<file path="src/rtl/rgb_modulate_scheduler.sv">
// Round-robin scheduler sharing one 8x8 (a*b)>>8 multiplier among NUM_REQ colour requesters.
// Optional macro RGB_SCHED_WHITE_BYPASS_EN: an all-ones factor skips the multiplier.
//
// state   | meaning
// S_IDLE  | arbitrate, handshake the winner and latch its operands
// S_ISSUE | issue R, G, B to the multiplier on three consecutive cycles
// S_WAIT  | collect outstanding results until all three channels are in
// S_DONE  | one-cycle response pulse
module rgb_modulate_scheduler #(
    parameter  int NUM_REQ = 4,
    localparam int ID_W    = $clog2(NUM_REQ)
) (
    input  logic                  i_clk,
    input  logic                  i_rst,
    input  logic [NUM_REQ-1:0]    i_req_valid,
    output logic [NUM_REQ-1:0]    o_req_ready,
    input  logic [NUM_REQ*24-1:0] i_req_color,
    input  logic [NUM_REQ*24-1:0] i_req_factor,
    output logic                  o_resp_valid,
    output logic [ID_W-1:0]       o_resp_id,
    output logic [23:0]           o_resp_color,
    output logic                  o_mul_start,
    output logic [7:0]            o_mul_a,
    output logic [7:0]            o_mul_b,
    input  logic [7:0]            i_mul_result,
    input  logic                  i_mul_valid
);

    typedef enum logic [1:0] {S_IDLE, S_ISSUE, S_WAIT, S_DONE} state_t;

    state_t             r_state, w_next;
    logic [ID_W-1:0]    r_ptr, r_id, r_resp_id, w_win, w_idx;
    logic               w_found, w_bypass, w_capture, w_handshake;
    logic [NUM_REQ-1:0] w_grant;
    logic [23:0]        r_color, r_factor, r_res, r_resp_color;
    logic [23:0]        w_win_color, w_win_factor, w_res_next;
    logic [1:0]         r_issue_ch, r_res_ch;
    logic [7:0]         r_mul_a, r_mul_b, w_chan_a, w_chan_b;

    // First pending requester after the pointer, wrapping.
    always_comb begin
        w_found = 1'b0;
        w_win   = '0;
        w_idx   = '0;
        for (int i = 1; i <= NUM_REQ; i++) begin
            w_idx = ID_W'((int'(r_ptr) + i) % NUM_REQ);
            if (!w_found && i_req_valid[w_idx]) begin
                w_found = 1'b1;
                w_win   = w_idx;
            end
        end
    end

    always_comb begin
        w_win_color  = '0;
        w_win_factor = '0;
        w_grant      = '0;
        for (int i = 0; i < NUM_REQ; i++) begin
            if (w_win == ID_W'(i)) begin
                w_win_color  = i_req_color[24*i +: 24];
                w_win_factor = i_req_factor[24*i +: 24];
                w_grant[i]   = w_found;
            end
        end
    end

`ifdef RGB_SCHED_WHITE_BYPASS_EN
    assign w_bypass = (w_win_factor == 24'hFFFFFF);
`else
    assign w_bypass = 1'b0;
`endif

    assign w_handshake = (r_state == S_IDLE) && w_found;
    assign w_capture   = i_mul_valid && (r_state == S_ISSUE || r_state == S_WAIT)
                         && (r_res_ch != 2'd3);

    always_comb begin
        case (r_issue_ch)
            2'd0:    begin w_chan_a = r_color[23:16]; w_chan_b = r_factor[23:16]; end
            2'd1:    begin w_chan_a = r_color[15:8];  w_chan_b = r_factor[15:8];  end
            default: begin w_chan_a = r_color[7:0];   w_chan_b = r_factor[7:0];   end
        endcase
    end

    always_comb begin
        w_res_next = r_res;
        if (w_capture) begin
            case (r_res_ch)
                2'd0:    w_res_next[23:16] = i_mul_result;
                2'd1:    w_res_next[15:8]  = i_mul_result;
                default: w_res_next[7:0]   = i_mul_result;
            endcase
        end
    end

    always_ff @(posedge i_clk or posedge i_rst) begin
        if (i_rst) r_state <= S_IDLE;
        else       r_state <= w_next;
    end

    always_comb begin
        w_next = r_state;
        case (r_state)
            S_IDLE:  if (w_found) w_next = w_bypass ? S_DONE : S_ISSUE;
            S_ISSUE: if (r_issue_ch == 2'd2) w_next = S_WAIT;
            S_WAIT:  if ((w_capture && r_res_ch == 2'd2) || r_res_ch == 2'd3) w_next = S_DONE;
            default: w_next = S_IDLE;
        endcase
    end

    always_comb begin
        o_req_ready  = (r_state == S_IDLE && !i_rst) ? w_grant : '0;
        o_mul_start  = (r_state == S_ISSUE);
        o_mul_a      = o_mul_start ? w_chan_a : r_mul_a;
        o_mul_b      = o_mul_start ? w_chan_b : r_mul_b;
        o_resp_valid = (r_state == S_DONE);
        o_resp_id    = r_resp_id;
        o_resp_color = r_resp_color;
    end

    always_ff @(posedge i_clk or posedge i_rst) begin
        if (i_rst) begin
            r_ptr        <= ID_W'(NUM_REQ - 1);
            r_id         <= '0;
            r_color      <= '0;
            r_factor     <= '0;
            r_res        <= '0;
            r_issue_ch   <= '0;
            r_res_ch     <= '0;
            r_mul_a      <= '0;
            r_mul_b      <= '0;
            r_resp_id    <= '0;
            r_resp_color <= '0;
        end else begin
            if (w_handshake) begin
                r_ptr      <= w_win;
                r_id       <= w_win;
                r_color    <= w_win_color;
                r_factor   <= w_win_factor;
                r_res      <= '0;
                r_issue_ch <= '0;
                r_res_ch   <= '0;
                if (w_bypass) begin
                    r_resp_id    <= w_win;
                    r_resp_color <= w_win_color;
                end
            end
            if (r_state == S_ISSUE) begin
                r_issue_ch <= r_issue_ch + 2'd1;
                r_mul_a    <= w_chan_a;
                r_mul_b    <= w_chan_b;
            end
            if (w_capture) begin
                r_res    <= w_res_next;
                r_res_ch <= r_res_ch + 2'd1;
            end
            if (r_state == S_WAIT && w_next == S_DONE) begin
                r_resp_id    <= r_id;
                r_resp_color <= w_res_next;
            end
        end
    end

endmodule

</file>
<file path="config.mk">
export PLATFORM = sky130hd
export DESIGN_NAME = rgb_modulate_scheduler
export DESIGN_NICKNAME = d
export VERILOG_FILES = /design/src/rtl/rgb_modulate_scheduler.sv
export SDC_FILE = /design/constraint.sdc
export NUM_CORES = 1
export LEC_CHECK = 0
export BUFFER_PORTS_ARGS = -buffer_cell sky130_fd_sc_hd__buf_2
export CAP_MARGIN = 40
export CORE_UTILIZATION = 50
export CTS_CLUSTER_DIAMETER = 80
export DETAILED_ROUTE_END_ITERATION = 10
export MAX_ROUTING_LAYER = met4
export PLACE_DENSITY = 0.78
export SLEW_MARGIN = 20
export SYNTH_ARGS = -nofsm -noshare
export SYNTH_HDL_FRONTEND = slang
export SYNTH_SLANG_ARGS = --single-unit
</file>
<file path="constraint.sdc">
create_clock -name i_clk -period 8.14 [get_ports i_clk]
set_input_delay 0.814 -clock i_clk [delete_from_list [all_inputs] [get_ports i_clk]]
set_output_delay 0.814 -clock i_clk [all_outputs]
set_load 0.02 [all_outputs]
</file>
# Yosys cells after proc, flatten, opt, wreduce, memory -nomap -nowiden

Index checks and enable logic that the tools add are counted.

Word-level logic and storage cells: 103
Register bits after elaboration: 124
Input port bits: 207

$add $sub $neg: 6
Equality and inequality tests: 13
Magnitude comparators: 4
Mux-type cells: 46
Reduce and logical (&&, ||, !) cells: 22

Operators with widths:

| kind                  | count |
|---|---|
| $mux W24              | 11 |
| $mux W8               | 5 |
| $pmux W8 S2           | 2 |
| $mux W2               | 10 |
| $eq A2 B2 Y1 const B  | 8 |
| $lt A2 B3 Y1 const B  | 4 |
| $mux W1               | 12 |
| $logic_and A1 B1 Y1   | 9 |
| $add A2 B1 Y2 const B | 4 |
| $bmux W1 S2           | 4 |
| $eq A2 B1 Y1 const B  | 4 |
| $logic_not A2 Y1      | 4 |
| $pmux W2 S3           | 1 |
| $add A2 B2 Y2 const B | 2 |
| $logic_not A1 Y1      | 4 |
| $mux W4               | 1 |
| $reduce_bool A2 Y1    | 2 |
| $logic_or A1 B1 Y1    | 2 |
| $ne A2 B2 Y1 const B  | 1 |
| $reduce_or A2 Y1      | 1 |

# Logic depth before layout (Yosys ltp)

Gate-level depths: netlist of run 1.

Depth in word-level cells: 18
Gate-level depth with buffers: 9
Gate-level depth less buffers: 7

# Worst setup path after synthesis of run 1

Ideal clock, no wire load.

Kind: input to output
Start: in i_req_valid[0]
End: out o_req_ready[3]
Slack: 5.226 ns
Data required time: 7.326 ns
Arrival time: 2.100 ns
Stages: 7
Path buffers: 2
Cell sequence: a21oi_1 a31oi_1 a21o_1 or2_1 buf_2 buf_2 nor3_1

Word-level cells in the longest chain between the ends: 15

RTL lines:

| what                          | RTL line | source |
|---|---|---|
| start, declared               | 15       | `input logic [NUM_REQ-1:0] i_req_valid,` |
| $bmux W1 S2                   | 47       | `if (!w_found && i_req_valid[w_idx]) begin` |
| $mux W1 (implied by the code) | 47       |  |
| $mux W1                       | 47       |  |
| $logic_not A1 Y1              | 47       |  |
| $logic_and A1 B1 Y1           | 47       |  |
| $mux W1                       | 47       |  |
| $logic_not A1 Y1              | 47       |  |
| $logic_and A1 B1 Y1           | 47       |  |
| $mux W1                       | 47       |  |
| $logic_not A1 Y1              | 47       |  |
| $logic_and A1 B1 Y1           | 47       |  |
| $mux W2                       | 47       |  |
| $eq A2 B2 Y1                  | 59       | `if (w_win == ID_W'(i)) begin` |
| $mux W1 *                     | 59       |  |
| $mux W4 *                     | 112      | `o_req_ready = (r_state == S_IDLE && !i_rst) ? w_grant : '0;` |
| end, declared                 | 16       | `output logic [NUM_REQ-1:0] o_req_ready,` |

Every way passes the cells marked *; elsewhere a longest branch is shown, timed or not. The select of a mux whose other input is x is not followed.

# Worst setup path in the final report of run 1

Start: reg r_issue_ch[0]
End: out o_mul_a[2]

Word-level cells in the longest chain between the ends: 3

RTL lines:

| what                                             | RTL line | source |
|---|---|---|
| start, declared                                  | 37       | `logic [1:0] r_issue_ch, r_res_ch;` |
| start signal, assigned                           | 149      | `r_issue_ch <= r_issue_ch + 2'd1;` |
| $eq A2 B1 Y1 or $logic_not A2 Y1 (tied branches) | 78       | `case (r_issue_ch)` |
| $pmux W8 S2 *                                    | 78       |  |
| $mux W8 *                                        | n/a      |  |
| end, declared                                    | 23       | `output logic [7:0] o_mul_a,` |

Every way passes the cells marked *; elsewhere a longest branch is shown, timed or not.

==> flow_summary_export.csv, run 1 <==
group,metric,value,unit
synth,ys.flop_type,"dfrtp_1",
synth,synth_edf_count,0,
sta,drv_slew,0,
grt,antenna_found_initial,0,
sta,finClkSkew,0.00859,ns
sta,timing.final.ws_setup,4.72,ns
synth,syn_nets,839,
die,placement_rows,41,
die,die_y,116,um
sta,rsz0062_at_grt,"false",
drt,num_vias,5842,
synth,async_flop_share,100,%
cts,cts.clk_slew.worst_paths,0.06,ns
final_layout,fill_cells,1013,
synth,ys_seq_area_share,48.2,%
cts,h-tree-depth,4,
setup_path,cp_data_arrival_time,2.60,ns
setup_path,ff2ff_setup_slack,5.22,ns
setup_path,crit_type,"reg -> out",
pwr,p_per_area,428,mW/mm^2
final_layout,stdcell_area,0.00847,mm^2
synth,ys_top_cells_by_area,"dfrtp_1 47%, mux2i_1 16%, o221ai_1 6.5%, nand2_1 6.3%, a31oi_1 3.3%",
drt,vias_per_cell,5.61,
cts,cts_tree,"yes",
hold_path,worstHoldEndpoint,"r_id[1]$_DFFE_PP0P_",
synth,yosysMostFrequentCell,"dfrtp_1",
drt,routed_wirelength,18.1,mm
sta,setup_viol,0,
grt,grt_remaining_overflow,0,
die,io_pins,255,
sta,period_minus_slack,3.42,ns
pwr,max-vdd-ir-drop,189,uV
setup_path,worstSetupEndpointType,"primary output",
final_layout,layout.cells.non_filler,1041,
placed_design,post-dp-hpwl,13.1,mm
final_layout,finalNetCount,1074,
final_layout,drive_above_1_share,35.8,%
hold_path,hp-start,"r_id[1]$_DFFE_PP0P_",
setup_path,r2r_cells,6,
synth,yosys_warnings,0,
placed_design,place_congestion,0.896,
final_layout,syn2layout_area_growth,31.4,%
cts,cts_setup_buffers,0,
final_layout,num_antenna_cells,0,
grt,grt_max_degree,73,
placed_design,port_buffers,254,
drt,drc,0,
synth,syn_area_per_cell,10.4,um^2
setup_path,worst-path-max-fanout,17,
drt,drt_iter0_drc,463,
final_layout,multi_input_area,0.00309,mm^2
status,status,"complete, no violations",
cts,cts-root-buf,"clkbuf_16",
cts,clk_latency,0.41,ns
setup_path,rr_endpoint,"r_factor[15]$_DFFE_PP0P_",
final_layout,final_core_util,67.1,%
synth,syn_inst,621,
setup_path,crit_path_start_kind,"flip-flop",
die,initial_core_util,51.1,%
die,core,0.0126,mm^2
die,die_w,116,um
synth,synth_top_area_share,47.4,%
hold_path,min_path_type,"reg -> reg",
sta,period_share,42.0,%
synth,netlist_area,0.00645,mm^2
placed_design,dp_slack,4.81,ns
sta,tightest_slew,0.764,ns
grt,grt_pass1_wl,28.9,mm
pwr,leakage,4.23,nW
grt,grt_pass1_vias,5702,
synth,ys_types,36,
sta,fin_setup_tns,0,ns
cts,clock_sinks,124,
sta,relSlewSlack,48.9,%
final_layout,seq_area,0.00311,mm^2
sta,fmax,293,MHz
synth,ys_ff_latch,124,
hold_path,whs_path_depth,2,
cts,ctsHoldBuffers,0,
placed_design,dp.cells,1008,
synth,synth_common_cells,"122 x dfrtp_1, 108 x nand2_1, 105 x mux2i_1, 54 x nor2_1, 48 x o221ai_1",
setup_path,reg2reg_from,"r_ptr[1]$_DFFE_PP1P_",
synth,yosysTopAreaCell,"dfrtp_1",
flow_run,maxCapViolCount,0,
drt,ant_nets,0,
cts,cts_resized,0,
setup_path,required,7.33,ns
cts,cts_buffers,17,
drt,firstDrtPassIters,5,
die,dieArea,0.0134,mm^2
sta,hold_viol,0,
placed_design,dpl_cell_area,0.00783,mm^2
drt,wl_per_cell,17.3,um
grt,grt_usage,29.4,%
cts,clockBufferDepth,2,
-- flip-flops by register name, indices dropped and copies added (netlist names) --
name,cells
r_ptr,2
r_mul_a,8
o_resp_color,24
r_factor,24
r_res_ch,2
o_resp_id,2
r_color,24
r_mul_b,8
r_issue_ch,2
r_res,24
r_id,2
r_state,2
-- through the flow --
step | total power [mW] | hold slack, ns
2_1_floorplan | 2.31 | 0.441
3_5_place_dp | 2.84 | 0.474
3_3_place_gp | 2.74 | 0.460
5_1_grt | 3.86 | 0.513
4_1_cts | 3.64 | 0.489
6_report | 3.63 | 0.485
-- area by class of cell --
class                   instances  area share, %
clock inverters                13           1.96
multi-input cells             440           36.5
repair buffers                264           16.6
well taps                     172           2.54
clock buffers                  19           5.35
inverters                       9          0.428
flip-flops and latches        124           36.7
-- layer usage --
layer,vias up,part of all wire (%),global-route usage [%]
met5,-,0,-
met4,0,2.7,12.6
met3,34,4.3,5.86
met2,213,51,48.6
met1,2837,41,35.1
li1,2758,-,-
-- power by group --
group | switching [mW] | internal (mW)
clock network | 0.282 | 0.499
registers | 0.172 | 0.925
logic | 1.08 | 0.666
total | 1.54 | 2.09
-- cells in the final DEF, fill, tap and decap left out, drive strengths merged, types with 2 or more instances in the layout --
cell,instances
bufinv,3
o221ai,48
inv,10
ha,11
a21oi,13
a211oi,2
a22o,24
a31oi,34
clkbuf,19
mux2,3
nor2,54
clkinv,6
and2,2
nand2,108
buf,264
dfstp,2
clkinvlp,3
o31ai,2
mux2i,105
or2,2
nor3b,3
nor3,4
a22oi,16
dfrtp,122
-- cells by family after synthesis --
| family | count (synthesis) | share of synthesized area (%) |
|---|---|---|
| AND/OR/NAND/NOR | 176 | 11.0 |
| adder cells (fa/ha/maj) | 11 | 2.13 |
| multiplexers | 108 | 16.8 |
| flip-flops | 124 | 48.2 |
| buffers and inverters | 57 | 4.33 |
| AO/OA/AOI/OAI | 145 | 17.5 |
-- how the worst max path moves through the flow --
stage,cells past startpoint,slack [ns],startpoint,endpoint
2_1_floorplan,1,4.03,i_rst,o_resp_color[0]$_DFFE_PP0P_
6_report,7,4.72,r_issue_ch[0]$_DFFE_PP0P_,o_mul_a[2]
5_1_grt,7,4.54,r_issue_ch[0]$_DFFE_PP0P_,o_mul_a[3]
3_5_place_dp,6,4.81,i_req_valid[3],o_req_ready[2]
3_3_place_gp,6,4.34,i_req_valid[3],o_req_ready[2]
4_1_cts,7,4.71,r_state[0]$_DFF_PP0_,o_req_ready[2]
-- critical path: stages (launching register included) --
cell and delay (ns):
dfrtp_1 0.38, inv_1 0.08, ha_1 0.43, nor2_1 0.48, buf_4 0.26, nand2_1 0.07, a31oi_1 0.26, buf_2 0.23
(Power assumes the default switching activity.)
==> run 2: changes to the inputs <==
--- a/config.mk
+++ b/config.mk
@@ -7,11 +7,11 @@
 export LEC_CHECK = 0
 export BUFFER_PORTS_ARGS = -buffer_cell sky130_fd_sc_hd__buf_2
 export CAP_MARGIN = 40
-export CORE_UTILIZATION = 50
+export CORE_UTILIZATION = 44
 export CTS_CLUSTER_DIAMETER = 80
 export DETAILED_ROUTE_END_ITERATION = 10
 export MAX_ROUTING_LAYER = met4
-export PLACE_DENSITY = 0.78
+export PLACE_DENSITY = 0.72
 export SLEW_MARGIN = 20
 export SYNTH_ARGS = -nofsm -noshare
 export SYNTH_HDL_FRONTEND = slang
==> constraint.sdc (replaced) <==
create_clock -name i_clk -period 2.8 [get_ports i_clk]
set_input_delay 0.28 -clock i_clk [delete_from_list [all_inputs] [get_ports i_clk]]
set_output_delay 0.28 -clock i_clk [all_outputs]
set_load 0.02 [all_outputs]
==> run 2 against run 1 <==
Against the previous run: routed wire length is 0.82% lower; global-route usage is 3.9 points lower; via count is 1.2% lower; critical path type unchanged; flip-flop and latch count stayed put; critical endpoint is now o_req_ready[2]; highest routed layer unchanged.
==> flow_summary_export.csv, run 2 (synthesis results as in run 1) <==
group,metric,value,unit
status,status,"complete, no violations",
placed_design,dp.cells,1026,
grt,grt_pass1_vias,5386,
setup_path,critPathBufInv,2,
sta,rsz0062_at_grt,"false",
hold_path,min_path_type,"in -> reg",
final_layout,final_core_util,60.6,%
grt,grt_usage,25.6,%
cts,clockBufferDepth,2,
flow_run,maxCapViolCount,0,
sta,fmax,396,MHz
drt,drt_iter0_drc,392,
die,die_y,123,um
sta,tightest_slew,0.648,ns
sta,relSlewSlack,56.7,%
sta,period_minus_slack,2.53,ns
die,core,0.0141,mm^2
final_layout,mostFrequentLayoutCells,"254 x buf_2, 122 x dfrtp_1, 107 x nand2_1",
die,die_w,123,um
grt,grt_remaining_overflow,0,
cts,cts_tree,"yes",
pwr,p_per_area,1240,mW/mm^2
sta,finClkSkew,0.00703,ns
final_layout,final_common_cell,"buf_2",
setup_path,crit_type,"reg -> out",
setup_path,cp_cell_sequence,"mux2i_1 -> o221a_4 -> buf_12 -> nor3b_1 -> buf_2",
sta,period_share,90.3,%
cts,clk_latency,0.41,ns
pwr,power.internal,6.11,mW
cts,cts-root-buf,"clkbuf_16",
final_layout,finalNetCount,1084,
pwr,p_sw_share,42.2,%
die,initial_core_util,45.7,%
setup_path,crit_path_start_kind,"flip-flop",
drt,met3_length,931,um
drt,wl_met1,7.55,mm
grt,antenna_found_initial,0,
drt,num_vias,5769,
setup_path,worst-path-max-fanout,42,
die,placement_rows,43,
cts,h-tree-depth,4,
placed_design,port_buffers,254,
cts,cts_buffers,17,
grt,grt_max_degree,85,
sta,setup_viol,0,
die,dieArea,0.0151,mm^2
cts,clock_sinks,124,
drt,ant_nets,0,
die,io_pins,255,
cts,cts_setup_buffers,0,
pwr,leakage,4.27,nW
setup_path,required,2.52,ns
pwr,pwr-share-comb,48.4,%
setup_path,cp_data_arrival_time,2.25,ns
sta,drv_slew,0,
setup_path,cp_slowest_cell,"dfstp_2",
final_layout,drive_above_1_share,36.4,%
cts,cts_resized,0,
drt,routed_wirelength,17.9,mm
drt,wl_per_cell,16.9,um
pwr,p_sw,4.46,mW
pwr,max-vdd-ir-drop,473,uV
sta,hold_viol,0,
cts,cts.clk_slew.worst_paths,0.06,ns
setup_path,ff2ff_setup_slack,0.60,ns
drt,drc,0,
setup_path,crit_family,"flip-flops",
placed_design,place_congestion,0.822,
drt,firstDrtPassIters,5,
pwr,seqPwrFrac,30.1,%
sta,fin_setup_tns,0,ns
drt,dr.max_layer_used,"met4",
setup_path,slowest_delay,0.59,ns
grt,grt_pass1_wl,28.0,mm
final_layout,syn2layout_area_growth,32.5,%
drt,route.met2.wl,8.85,mm
final_layout,num_antenna_cells,0,
pwr,finalPower,10.6,mW
final_layout,layout.cells.non_filler,1059,
drt,vias_per_cell,5.45,
pwr,power.share.clock,21.5,%
setup_path,worstSetupEndpointType,"primary output",
placed_design,post-dp-hpwl,13.0,mm
-- run 2: cell count changes in the layout (fill, tap and decap cells not counted), sizes merged --
cell / previous run / this run
buf: 264 / 273
clkinvlp: 3 / 4
dlygate4sd3: 0 / 1
inv: 10 / 9
-- run 2: cell type report --
cell class                 count  area (um^2)
clock buffer                  19          453
inverter                       9         37.5
sequential                   124         3110
clock inverter                13          166
multi-input combinational    440         3090
fill                        1257         5560
timing repair buffer         274         1460
tap                          180          225
-- run 2: worst min-delay path: stages --
cell	delay, ns
buf_2	0.07
mux2i_1	0.05
o221ai_1	0.15
-- run 2: through the flow --
stage          hold slack [ns]  area [um^2]  setup slack (ns)
6_report                 0.182         8540             0.272
5_1_grt                  0.183         8540            0.0936
4_1_cts                  0.168         8540             0.219
3_5_place_dp             0.442         7910             0.633
3_3_place_gp             0.429         7910             0.686
2_1_floorplan            0.420         6450             0.597
-- run 2: layer usage --
layer | track usage, % | up-vias
met3 | 5.44 | 34
met2 | 40.7 | 219
met1 | 31.5 | 2725
met5 | - | -
li1 | - | 2791
met4 | 10.9 | 0
-- run 2: final timing paths --
| kind | start | endpoint | cells past startpoint |
|---|---|---|---|
| worst max-delay path | r_ptr[1]$_DFFE_PP1P_ | o_req_ready[2] | 5 |
| worst min register to register | r_color[12]$_DFFE_PP0P_ | r_color[12]$_DFFE_PP0P_ | 2 |
| worst max register to register | r_state[0]$_DFF_PP0_ | o_resp_color[4]$_DFFE_PP0P_ | 8 |
| min in group asynchronous | i_rst | r_factor[8]$_DFFE_PP0P_ | 3 |
| worst min-delay path | i_req_factor[90] | r_factor[18]$_DFFE_PP0P_ | 3 |
| max in group asynchronous | i_rst | r_ptr[0]$_DFFE_PP1P_ | 4 |
-- run 2: power groups by stage --
stage / Clock [mW] / Combinational (mW) / Sequential, mW
after CTS: 2.31 / 5.17 / 3.18
after global placement: 0 / 5.07 / 3.18
after floorplan: 0 / 3.44 / 3.29
after detailed placement: 0 / 5.13 / 3.20
final: 2.27 / 5.11 / 3.19
after global routing: 2.39 / 5.63 / 3.28
-- run 2: repair_timing --
| item | 4_1_cts | 5_1_grt |
|---|---|---|
| hold endpoints to repair | 5 | 0 |
| setup endpoints to repair | 0 | 0 |
| hold buffers | 1 | 0 |
==> run 3: changes to the inputs <==
--- a/config.mk
+++ b/config.mk
@@ -7,11 +7,13 @@
 export LEC_CHECK = 0
 export BUFFER_PORTS_ARGS = -buffer_cell sky130_fd_sc_hd__buf_2
 export CAP_MARGIN = 40
-export CORE_UTILIZATION = 44
+export CELL_PAD_IN_SITES_DETAIL_PLACEMENT = 1
+export CELL_PAD_IN_SITES_GLOBAL_PLACEMENT = 1
+export CORE_UTILIZATION = 33
 export CTS_CLUSTER_DIAMETER = 80
 export DETAILED_ROUTE_END_ITERATION = 10
 export MAX_ROUTING_LAYER = met4
-export PLACE_DENSITY = 0.72
+export PLACE_DENSITY = 0.73
 export SLEW_MARGIN = 20
 export SYNTH_ARGS = -nofsm -noshare
 export SYNTH_HDL_FRONTEND = slang
==> run 3 against run 2 <==
Against the previous run: clock skew increased by 0.0011 ns; setup slack got worse by 0.14 ns; critical path depth stayed put; via count increased by 0.71%; sequential power about the same; register-to-register slack lost 0.26 ns; total power fell by 1.0%; routed wire length increased by 14%.
==> flow_summary_export.csv, run 3 (synthesis results as in run 1) <==
group,metric,value,unit
final_layout,final_common_cell,"buf_2",
hold_path,min_path_type,"in -> reg",
hold_path,hp-start,"i_req_color[76]",
sta,period_share,95.4,%
setup_path,cp_data_arrival_time,2.39,ns
sta,fin_setup_tns,0,ns
drt,routed_wirelength,20.4,mm
cts,h-tree-depth,4,
cts,cts_setup_buffers,0,
sta,hold_viol,0,
setup_path,worst-path-max-fanout,32,
drt,drt_iter0_drc,251,
cts,clk_latency,0.42,ns
cts,cts_buffers,17,
drt,drc,0,
final_layout,drive_above_1_share,37.0,%
final_layout,seq_area,0.00311,mm^2
sta,timing.final.ws_setup,0.130,ns
drt,firstDrtPassIters,4,
placed_design,post-dp-hpwl,15.5,mm
cts,cts_tree,"yes",
sta,tightest_slew,0.680,ns
setup_path,critPathLaunch,"r_ptr[1]$_DFFE_PP1P_",
placed_design,place_congestion,0.775,
final_layout,stdcell_area,0.00866,mm^2
die,die_y,142,um
final_layout,syn2layout_area_growth,34.3,%
final_layout,finalNetCount,1093,
grt,grt_max_degree,53,
setup_path,crit_path_start_kind,"flip-flop",
setup_path,reg2reg_from,"r_state[0]$_DFF_PP0_",
placed_design,port_buffers,254,
final_layout,mostFrequentLayoutCells,"254 x buf_2, 122 x dfrtp_1, 107 x nand2_1",
die,initial_core_util,34.0,%
final_layout,multi_input_area,0.00309,mm^2
die,core,0.0190,mm^2
flow_run,maxCapViolCount,0,
die,placement_rows,50,
sta,finClkSkew,0.00810,ns
cts,clockBufferDepth,2,
final_layout,num_antenna_cells,0,
drt,num_vias,5810,
sta,setup_viol,0,
final_layout,fill_cells,2223,
status,status,"complete, no violations",
sta,rsz0062_at_grt,"false",
grt,grt_pass1_vias,6258,
sta,period_minus_slack,2.67,ns
pwr,p_per_area,1210,mW/mm^2
cts,clock_sinks,124,
sta,fmax,375,MHz
sta,relSlewSlack,54.5,%
cts,cts.clk_slew.worst_paths,0.06,ns
setup_path,worstSetupEndpointType,"primary output",
grt,grt_pass1_wl,32.8,mm
placed_design,dpl_cell_area,0.00807,mm^2
die,die_w,142,um
die,io_pins,255,
drt,ant_nets,0,
placed_design,dp_slack,0.368,ns
cts,ctsHoldBuffers,0,
pwr,max-vdd-ir-drop,413,uV
drt,wl_per_cell,17.8,um
drt,vias_per_cell,5.06,
grt,grt_usage,21.8,%
cts,cts-root-buf,"clkbuf_16",
setup_path,crit_type,"reg -> out",
sta,drv_slew,0,
cts,cts_resized,0,
die,dieArea,0.0201,mm^2
pwr,leakage,4.28,nW
setup_path,required,2.52,ns
grt,antenna_found_initial,0,
grt,grt_remaining_overflow,0,
[run 3: cell count changes in the layout (fill, tap and decap cells not counted)]
cell / previous run / this run
buf_12: 3 / 4
buf_4: 16 / 24
bufinv_16: 3 / 0
clkbuf_8: 2 / 1
clkinv_2: 2 / 1
clkinvlp_4: 4 / 6
inv_6: 1 / 3
inv_8: 0 / 1
[run 3: critical path, stage by stage, from the launching register on]
cell	delay, ns
dfstp_2	0.60
mux2i_1	0.25
o221a_4	0.61
buf_4	0.28
nor3_1	0.06
buf_2	0.16
[run 3: per-layer routing]
metal	part of all wire (%)	vias to the layer above	GRT usage (%)	wire length [um]
met5	0	-	-	0
met4	1.3	0	6.11	259
met3	4.3	16	3.95	869
met2	50	175	37.2	10300
met1	44	2826	26.4	8990
li1	-	2793	-	-
[run 3: path summary, 6_finish.rpt]
| path | end | slack (ns) | cells past startpoint |
|---|---|---|---|
| min in group asynchronous | r_res[20]$_DFFE_PP0P_ | 0.39 | 3 |
| worst min register to register | r_factor[14]$_DFFE_PP0P_ | 0.49 | 2 |
| worst min-delay path | r_color[4]$_DFFE_PP0P_ | 0.18 | 3 |
| worst max register to register | r_res[5]$_DFFE_PP0P_ | 0.34 | 7 |
| worst max-delay path | o_req_ready[3] | 0.13 | 5 |
| max in group asynchronous | r_color[11]$_DFFE_PP0P_ | 1.89 | 4 |
[run 3: area by class of cell]
type	instances	area share, %
Timing Repair Buffer	283	17.8
Multi-Input combinational cell	440	35.7
Clock inverter	14	1.33
Clock buffer	18	5.07
Sequential cell	124	35.9
Tap cell	260	3.76
Inverter	9	0.434
[run 3: power by group]
part | switching, mW | internal, mW
Clock | 0.876 | 1.17
Sequential | 0.509 | 2.69
Combinational | 3.20 | 2.02
Total | 4.58 | 5.88
[run 3: stage by stage]
stage               instances  hold slack [ns]  total power, mW  utilization, %
finish                   1148            0.181             10.5            45.7
global route             1148            0.179             11.2            45.7
CTS                      1146           0.0543             10.6            45.5
detailed placement       1114            0.462             8.49            42.6
global placement         1114            0.458             8.35            42.6
floorplan                 621            0.420             6.73               -
